File: config.mk
export PLATFORM = sky130hd
export DESIGN_NAME = iic_eeprom_slave
export DESIGN_NICKNAME = d
export VERILOG_FILES = /design/src/rtl/iic_eeprom_slave.sv
export SDC_FILE = /design/constraint.sdc
export NUM_CORES = 2
export LEC_CHECK = 0
export BUFFER_PORTS_ARGS = -buffer_cell sky130_fd_sc_hd__buf_4
export CAP_MARGIN = 20
export CORE_MARGIN = 1.5
export CORE_UTILIZATION = 55
export CTS_CLUSTER_DIAMETER = 40
export CTS_CLUSTER_SIZE = 20
export DETAILED_ROUTE_END_ITERATION = 8
export HOLD_SLACK_MARGIN = 0.05
export PLACE_DENSITY_LB_ADDON = 0.05
export REMOVE_ABC_BUFFERS = 1
export SETUP_SLACK_MARGIN = 0.2
export SYNTH_ARGS = -nofsm -noshare
export SYNTH_HDL_FRONTEND = slang
export SYNTH_SLANG_ARGS = --single-unit
File: constraint.sdc
create_clock -name sclk -period 78.9 [get_ports sclk]
set_input_delay 3.945 -clock sclk [delete_from_list [all_inputs] [get_ports sclk]]
set_output_delay 3.945 -clock sclk [all_outputs]
set_load 0.01 [all_outputs]
File: src/rtl/iic_eeprom_slave.sv
// 24Cxx-style I2C serial-EEPROM responder with a 256-byte array.
// SCL/SDA are oversampled on sclk. The responder supports byte and page
// writes, current-address reads and random reads. SDA is driven open-drain
// through sda_oe.
module iic_eeprom_slave #(
  parameter logic [3:0]  DEV_ID   = 4'b1010,
  parameter int unsigned MEM_AW   = 8,
  parameter int unsigned PAGE_AW  = 3,
  parameter logic [7:0]  INIT_VAL = 8'hFF
) (
  input  logic sclk,
  input  logic reset,
  input  logic scl_i,
  input  logic sda_i,
  input  logic a0,
  input  logic a1,
  input  logic a2,
  input  logic wp,
  output logic sda_oe,
  output logic busy,
  output logic wr_pulse
);

  localparam int unsigned DEPTH = 2 ** MEM_AW;

  typedef enum logic [3:0] {
    IDLE, DEV_ADDR, DEV_ACK, WORD_ADDR, WORD_ACK, WR_DATA, WR_ACK, RD_DATA, RD_ACK
  } state_t;

  logic [1:0]        scl_sync_q, scl_sync_d, sda_sync_q, sda_sync_d;
  logic              scl_hist_q, scl_hist_d, sda_hist_q, sda_hist_d;
  state_t            state_q, state_d;
  logic [3:0]        bit_cnt_q, bit_cnt_d;
  logic [7:0]        shift_q, shift_d;
  logic              rw_q, rw_d;
  logic [MEM_AW-1:0] ptr_q, ptr_d;
  logic              sda_oe_q, sda_oe_d;
  logic              busy_q, busy_d;
  logic              wr_pulse_q, wr_pulse_d;
  logic [7:0]        mem_q [DEPTH];
  logic              mem_we;
  logic [7:0]        rd_byte;
  logic [PAGE_AW-1:0] page_nxt;

  logic scl_s, sda_s, scl_rise, scl_fall, start_det, stop_det, addr_match;

  assign scl_s      = scl_sync_q[1];
  assign sda_s      = sda_sync_q[1];
  assign scl_rise   = scl_s & ~scl_hist_q;
  assign scl_fall   = ~scl_s & scl_hist_q;
  assign start_det  = scl_s & scl_hist_q & sda_hist_q & ~sda_s;
  assign stop_det   = scl_s & scl_hist_q & ~sda_hist_q & sda_s;
  assign addr_match = (shift_q[7:1] == {DEV_ID, a2, a1, a0});
  assign rd_byte    = mem_q[ptr_q];
  assign page_nxt   = ptr_q[PAGE_AW-1:0] + PAGE_AW'(1);

  assign sda_oe   = sda_oe_q;
  assign busy     = busy_q;
  assign wr_pulse = wr_pulse_q;

  // Synchronizer shift and history next values.
  always_comb begin
    scl_sync_d = {scl_sync_q[0], scl_i};
    sda_sync_d = {sda_sync_q[0], sda_i};
    scl_hist_d = scl_sync_q[1];
    sda_hist_d = sda_sync_q[1];
  end

  // Two-flop synchronizers plus history flops; reset to idle-bus level.
  always_ff @(posedge sclk or posedge reset) begin
    if (reset) begin
      scl_sync_q <= '1;
      sda_sync_q <= '1;
      scl_hist_q <= 1'b1;
      sda_hist_q <= 1'b1;
    end else begin
      scl_sync_q <= scl_sync_d;
      sda_sync_q <= sda_sync_d;
      scl_hist_q <= scl_hist_d;
      sda_hist_q <= sda_hist_d;
    end
  end

  // Protocol FSM: bits are sampled on SCL rise, and SDA changes on SCL fall.
  // A byte is complete when bit_cnt reaches 8 and is acted on at the next fall,
  // so a STOP that arrives mid-byte leaves memory and pointer untouched.
  always_comb begin
    state_d    = state_q;
    bit_cnt_d  = bit_cnt_q;
    shift_d    = shift_q;
    rw_d       = rw_q;
    ptr_d      = ptr_q;
    sda_oe_d   = sda_oe_q;
    busy_d     = busy_q;
    wr_pulse_d = 1'b0;
    mem_we     = 1'b0;
    if (start_det) begin
      state_d   = DEV_ADDR;
      bit_cnt_d = '0;
      sda_oe_d  = 1'b0;
      busy_d    = 1'b1;
    end else if (stop_det) begin
      state_d   = IDLE;
      bit_cnt_d = '0;
      sda_oe_d  = 1'b0;
      busy_d    = 1'b0;
    end else begin
      case (state_q)
        DEV_ADDR, WORD_ADDR, WR_DATA: begin
          if (scl_rise && bit_cnt_q != 4'd8) begin
            shift_d   = {shift_q[6:0], sda_s};
            bit_cnt_d = bit_cnt_q + 4'd1;
          end else if (scl_fall && bit_cnt_q == 4'd8) begin
            bit_cnt_d = '0;
            case (state_q)
              DEV_ADDR: begin
                rw_d = shift_q[0];
                if (addr_match) begin
                  state_d  = DEV_ACK;
                  sda_oe_d = 1'b1;
                end else begin
                  state_d = IDLE;
                end
              end
              WORD_ADDR: begin
                ptr_d    = MEM_AW'(shift_q);
                sda_oe_d = 1'b1;
                state_d  = WORD_ACK;
              end
              default: begin
                if (!wp) begin
                  mem_we     = 1'b1;
                  wr_pulse_d = 1'b1;
                  sda_oe_d   = 1'b1;
                end else begin
                  sda_oe_d = 1'b0;
                end
                ptr_d[PAGE_AW-1:0] = page_nxt;
                state_d = WR_ACK;
              end
            endcase
          end
        end
        DEV_ACK: begin
          if (scl_fall) begin
            bit_cnt_d = '0;
            if (rw_q) begin
              state_d  = RD_DATA;
              shift_d  = rd_byte;
              sda_oe_d = ~rd_byte[7];
            end else begin
              state_d  = WORD_ADDR;
              sda_oe_d = 1'b0;
            end
          end
        end
        WORD_ACK, WR_ACK: begin
          if (scl_fall) begin
            sda_oe_d  = 1'b0;
            bit_cnt_d = '0;
            state_d   = WR_DATA;
          end
        end
        RD_DATA: begin
          if (scl_rise && bit_cnt_q != 4'd8) begin
            bit_cnt_d = bit_cnt_q + 4'd1;
          end else if (scl_fall && bit_cnt_q == 4'd8) begin
            sda_oe_d  = 1'b0;
            bit_cnt_d = '0;
            ptr_d     = ptr_q + MEM_AW'(1);
            state_d   = RD_ACK;
          end else if (scl_fall && bit_cnt_q != 4'd0) begin
            shift_d  = {shift_q[6:0], 1'b0};
            sda_oe_d = ~shift_q[6];
          end
        end
        RD_ACK: begin
          // bit_cnt records that the master ACKed; the next byte starts at the fall.
          if (scl_rise && bit_cnt_q == 4'd0) begin
            if (!sda_s) bit_cnt_d = 4'd1;
            else        state_d   = IDLE;
          end else if (scl_fall && bit_cnt_q == 4'd1) begin
            bit_cnt_d = '0;
            state_d   = RD_DATA;
            shift_d   = rd_byte;
            sda_oe_d  = ~rd_byte[7];
          end
        end
        default: ;
      endcase
    end
  end

  // FSM state and registered outputs.
  always_ff @(posedge sclk or posedge reset) begin
    if (reset) begin
      state_q    <= IDLE;
      bit_cnt_q  <= '0;
      shift_q    <= '0;
      rw_q       <= 1'b0;
      ptr_q      <= '0;
      sda_oe_q   <= 1'b0;
      busy_q     <= 1'b0;
      wr_pulse_q <= 1'b0;
    end else begin
      state_q    <= state_d;
      bit_cnt_q  <= bit_cnt_d;
      shift_q    <= shift_d;
      rw_q       <= rw_d;
      ptr_q      <= ptr_d;
      sda_oe_q   <= sda_oe_d;
      busy_q     <= busy_d;
      wr_pulse_q <= wr_pulse_d;
    end
  end

  // Byte array: every byte reinitialised on reset, written at the committed pointer.
  always_ff @(posedge sclk or posedge reset) begin
    if (reset) begin
      for (int unsigned i = 0; i < DEPTH; i++) mem_q[i] <= INIT_VAL;
    end else if (mem_we) begin
      mem_q[ptr_q] <= shift_q;
    end
  end

endmodule

==> reports/summary.txt <==
Max Cap Violations = 0
gr usage total = 28.89%
first-pass GRT wire length = 387.9 mm
Critical Path End Type = asynchronous set/reset pin
quantity of hold-fixing buffers added after cts = 0
cell with the most instances after synthesis = dfstp_2
Synth area leaders = dfstp_2, mux2_2, mux4_2, clkbuf_1, mux2_4
Routed WL = 256.7 mm
synth unique cells = 68
First-pass DRT Iterations = 5
final hold violation count = 0
Setup TNS Final = 0 ps
Die Height = 426.1 um
Async S/R FF share, synth = 100.0%
wire length per cell = 30.02 um
Finished Layout Cells = 8,553
Peak VDD IR = 25.98 uV
outcome = complete, no violations
Synth top cells by count = dfstp_2, mux2_2, mux4_2
clk slew on worst S/H paths = 50 ps
die area = 181,500 um^2
RR Endpoint = shift_q[3]
Final Util = 63.01%
hold_sp = sda_sync_q[0]
RSZ-0062 raised after global routing = false
Post-synth EDFFs = 0
initial antenna violation count = 4
r2r startpoint = ptr_q[1]
critical path type = primary input to asynchronous set/reset pin
fin. max-slew vios = 0
P_leak = 44.04 nW
DRT iter0 DRCs = 3,250
DR vias = 53,767
Die X = 426.1 um
R2R cell count = 9
Tmin final = 8214 ps
largest net degree at the start of global routing = 184
ys flop type = dfstp_2
post-synthesis instance area = 98,440 um^2
port buffer count = 10
placed cells = 7,937
Slew @ Worst Pin = 1226 ps
Syn Inst Count = 5,928
row count = 155
Hold Path Depth = 0
Max Clk Rate = 121.7 MHz
vias in the first global route = 56,999
Finish-stage setup viols = 0
# Post-CTS Setup Buffers = 0
nature of the critical path startpoint = primary input
CTS resizes = 0
Worst-Skew Late Latency = 940 ps
crit path max fanout = 183
Seq/Total Area, Yosys = 55.54%
slowest cell delay on critical path = 890 ps
core area = 178,000 um^2
crit share post-route = 10.41%
nets = 5,952
number of antenna-violating nets in the routed design = 0
Root Driver = clkbuf_16
synthesized flop and latch total = 2,082
Arr. time, crit path = 9120 ps
Design Power = 0.002830 W
hold path endpoint = sda_sync_q[1]
H-tree depth = 5
vias per inst = 6.286
dpl hpwl = 153.2 mm
CP max stage cell = buf_4
synth-to-layout area growth = 13.97%
Layout Skew = 41.89 ps
CTS buffer count = 347
post-synth top area share = 54.83%
cell accounting for the most synthesized area = dfstp_2
Starting Density = 55.29%
CTS tree = yes
clock sink total = 2,082
global route overflow = 0
Max Root-Sink Buffers = 4
Mapped Avg Cell Area = 16.61 um^2
YS warnings = 0
reg2reg setup slack = 73,260 ps
Worst Hold Slack = 361.0 ps
Hold Path Class = flip-flop to flip-flop
worst relative slew slack = 18.29%
Crit path top cell by count = buf_4
P per Cell Area = 25.23 nW/um^2
IO Pins = 11
worst path cell trace = buf_4 -> inv_8 -> buf_4 -> buf_4 -> buf_4 -> buf_4 -> buf_12
share of cells above drive strength 1 = 89.30%
Final Wtd Congestion = 0.8653
WP data required = 79,800 ps
residual DRC count = 0
==> registers in the layout (all words and copies together), names as in the netlist <==
register / flops
sda_oe: 1
bit_cnt_q: 4
state_q: 4
rw_q: 1
mem_q: 2048
scl_hist_q: 1
shift_q: 8
sda_sync_q: 2
wr_pulse: 1
scl_sync_q: 2
sda_hist_q: 1
ptr_q: 8
busy: 1
==> where the power goes <==
part,internal [W],total (W),switching (W),leakage [nW]
clock,0.000950,0.00149,0.000542,5.58
combinational,0.0000344,0.000211,0.000177,16.9
sequential,0.00108,0.00113,0.0000480,21.5
total,0.00206,0.00283,0.000767,44.0
==> how the worst max path moves through the flow <==
stage          cells past startpoint  start      endpoint  slack, ps
4_1_cts                            7  reset      ptr_q[0]      70490
5_1_grt                            7  reset      ptr_q[0]      69890
3_5_place_dp                       7  reset      ptr_q[0]      69500
3_3_place_gp                       7  reset      ptr_q[0]      69600
2_1_floorplan                      1  reset  bit_cnt_q[0]      19540
6_report                           7  reset      wr_pulse      70690
==> area by class of cell <==
class / instances / area (um^2)
Clock inverter: 195 / 2123
Tap cell: 2355 / 2947
Fill cell: 12953 / 65850
Clock buffer: 413 / 9392
Sequential cell: 2082 / 54710
Inverter: 13 / 68.82
Antenna cell: 2 / 5.005
Multi-Input combinational cell: 3378 / 41840
Timing Repair Buffer: 115 / 1097
==> logic make-up after synthesis <==
group,share of synthesized area [%]
AO/OA/AOI/OAI,1.668
XOR/XNOR,0.04448
adder cells (fa/ha/maj),0.08897
buffers and inverters,2.007
flip-flops,55.54
multiplexers,37.66
AND/OR/NAND/NOR,2.993
==> worst max-delay path: cells and delay by family <==
| family | cells | cell delay [ps] |
|---|---|---|
| buffers and inverters | 7 | 4680 |
==> per-stage QoR <==
step                      instance area, um^2  setup slack [ps]
after floorplan                         96520             19540
after global placement                 100500             69600
after detailed placement               100500             69500
after CTS                              112100             70490
after global routing                   112200             69890
final                                  112200             70690
==> metal layers <==
metal	vias to the layer above	wire [um]	share of wire (%)	GRT usage [%]
met2	1204	124100	48	46.09
met1	29611	112900	44	40.63
met4	4	7968	3.1	9.265
met3	463	11620	4.5	4.775
li1	22485	-	-	-
met5	-	189	0.074	0
==> cells in the final DEF (no fill, tap or decap), types with 12 or more instances in the layout <==
cell / count
clkinvlp_4: 38
nor3_1: 19
mux4_2: 595
bufinv_16: 29
clkbuf_1: 29
clkinv_4: 33
nand2_1: 146
a22oi_1: 95
mux2i_1: 22
inv_6: 40
mux2_4: 77
nor2_1: 45
clkbuf_8: 29
buf_4: 98
mux2_1: 50
o21ai_0: 26
buf_12: 12
nor2_2: 50
a21oi_1: 54
dfstp_2: 2054
clkinv_2: 47
mux2_2: 1930
dfrtp_1: 17
nand3_1: 27
nor2_4: 82
clkbuf_16: 355
No activity file was read; power rests on OpenSTA's default activity.
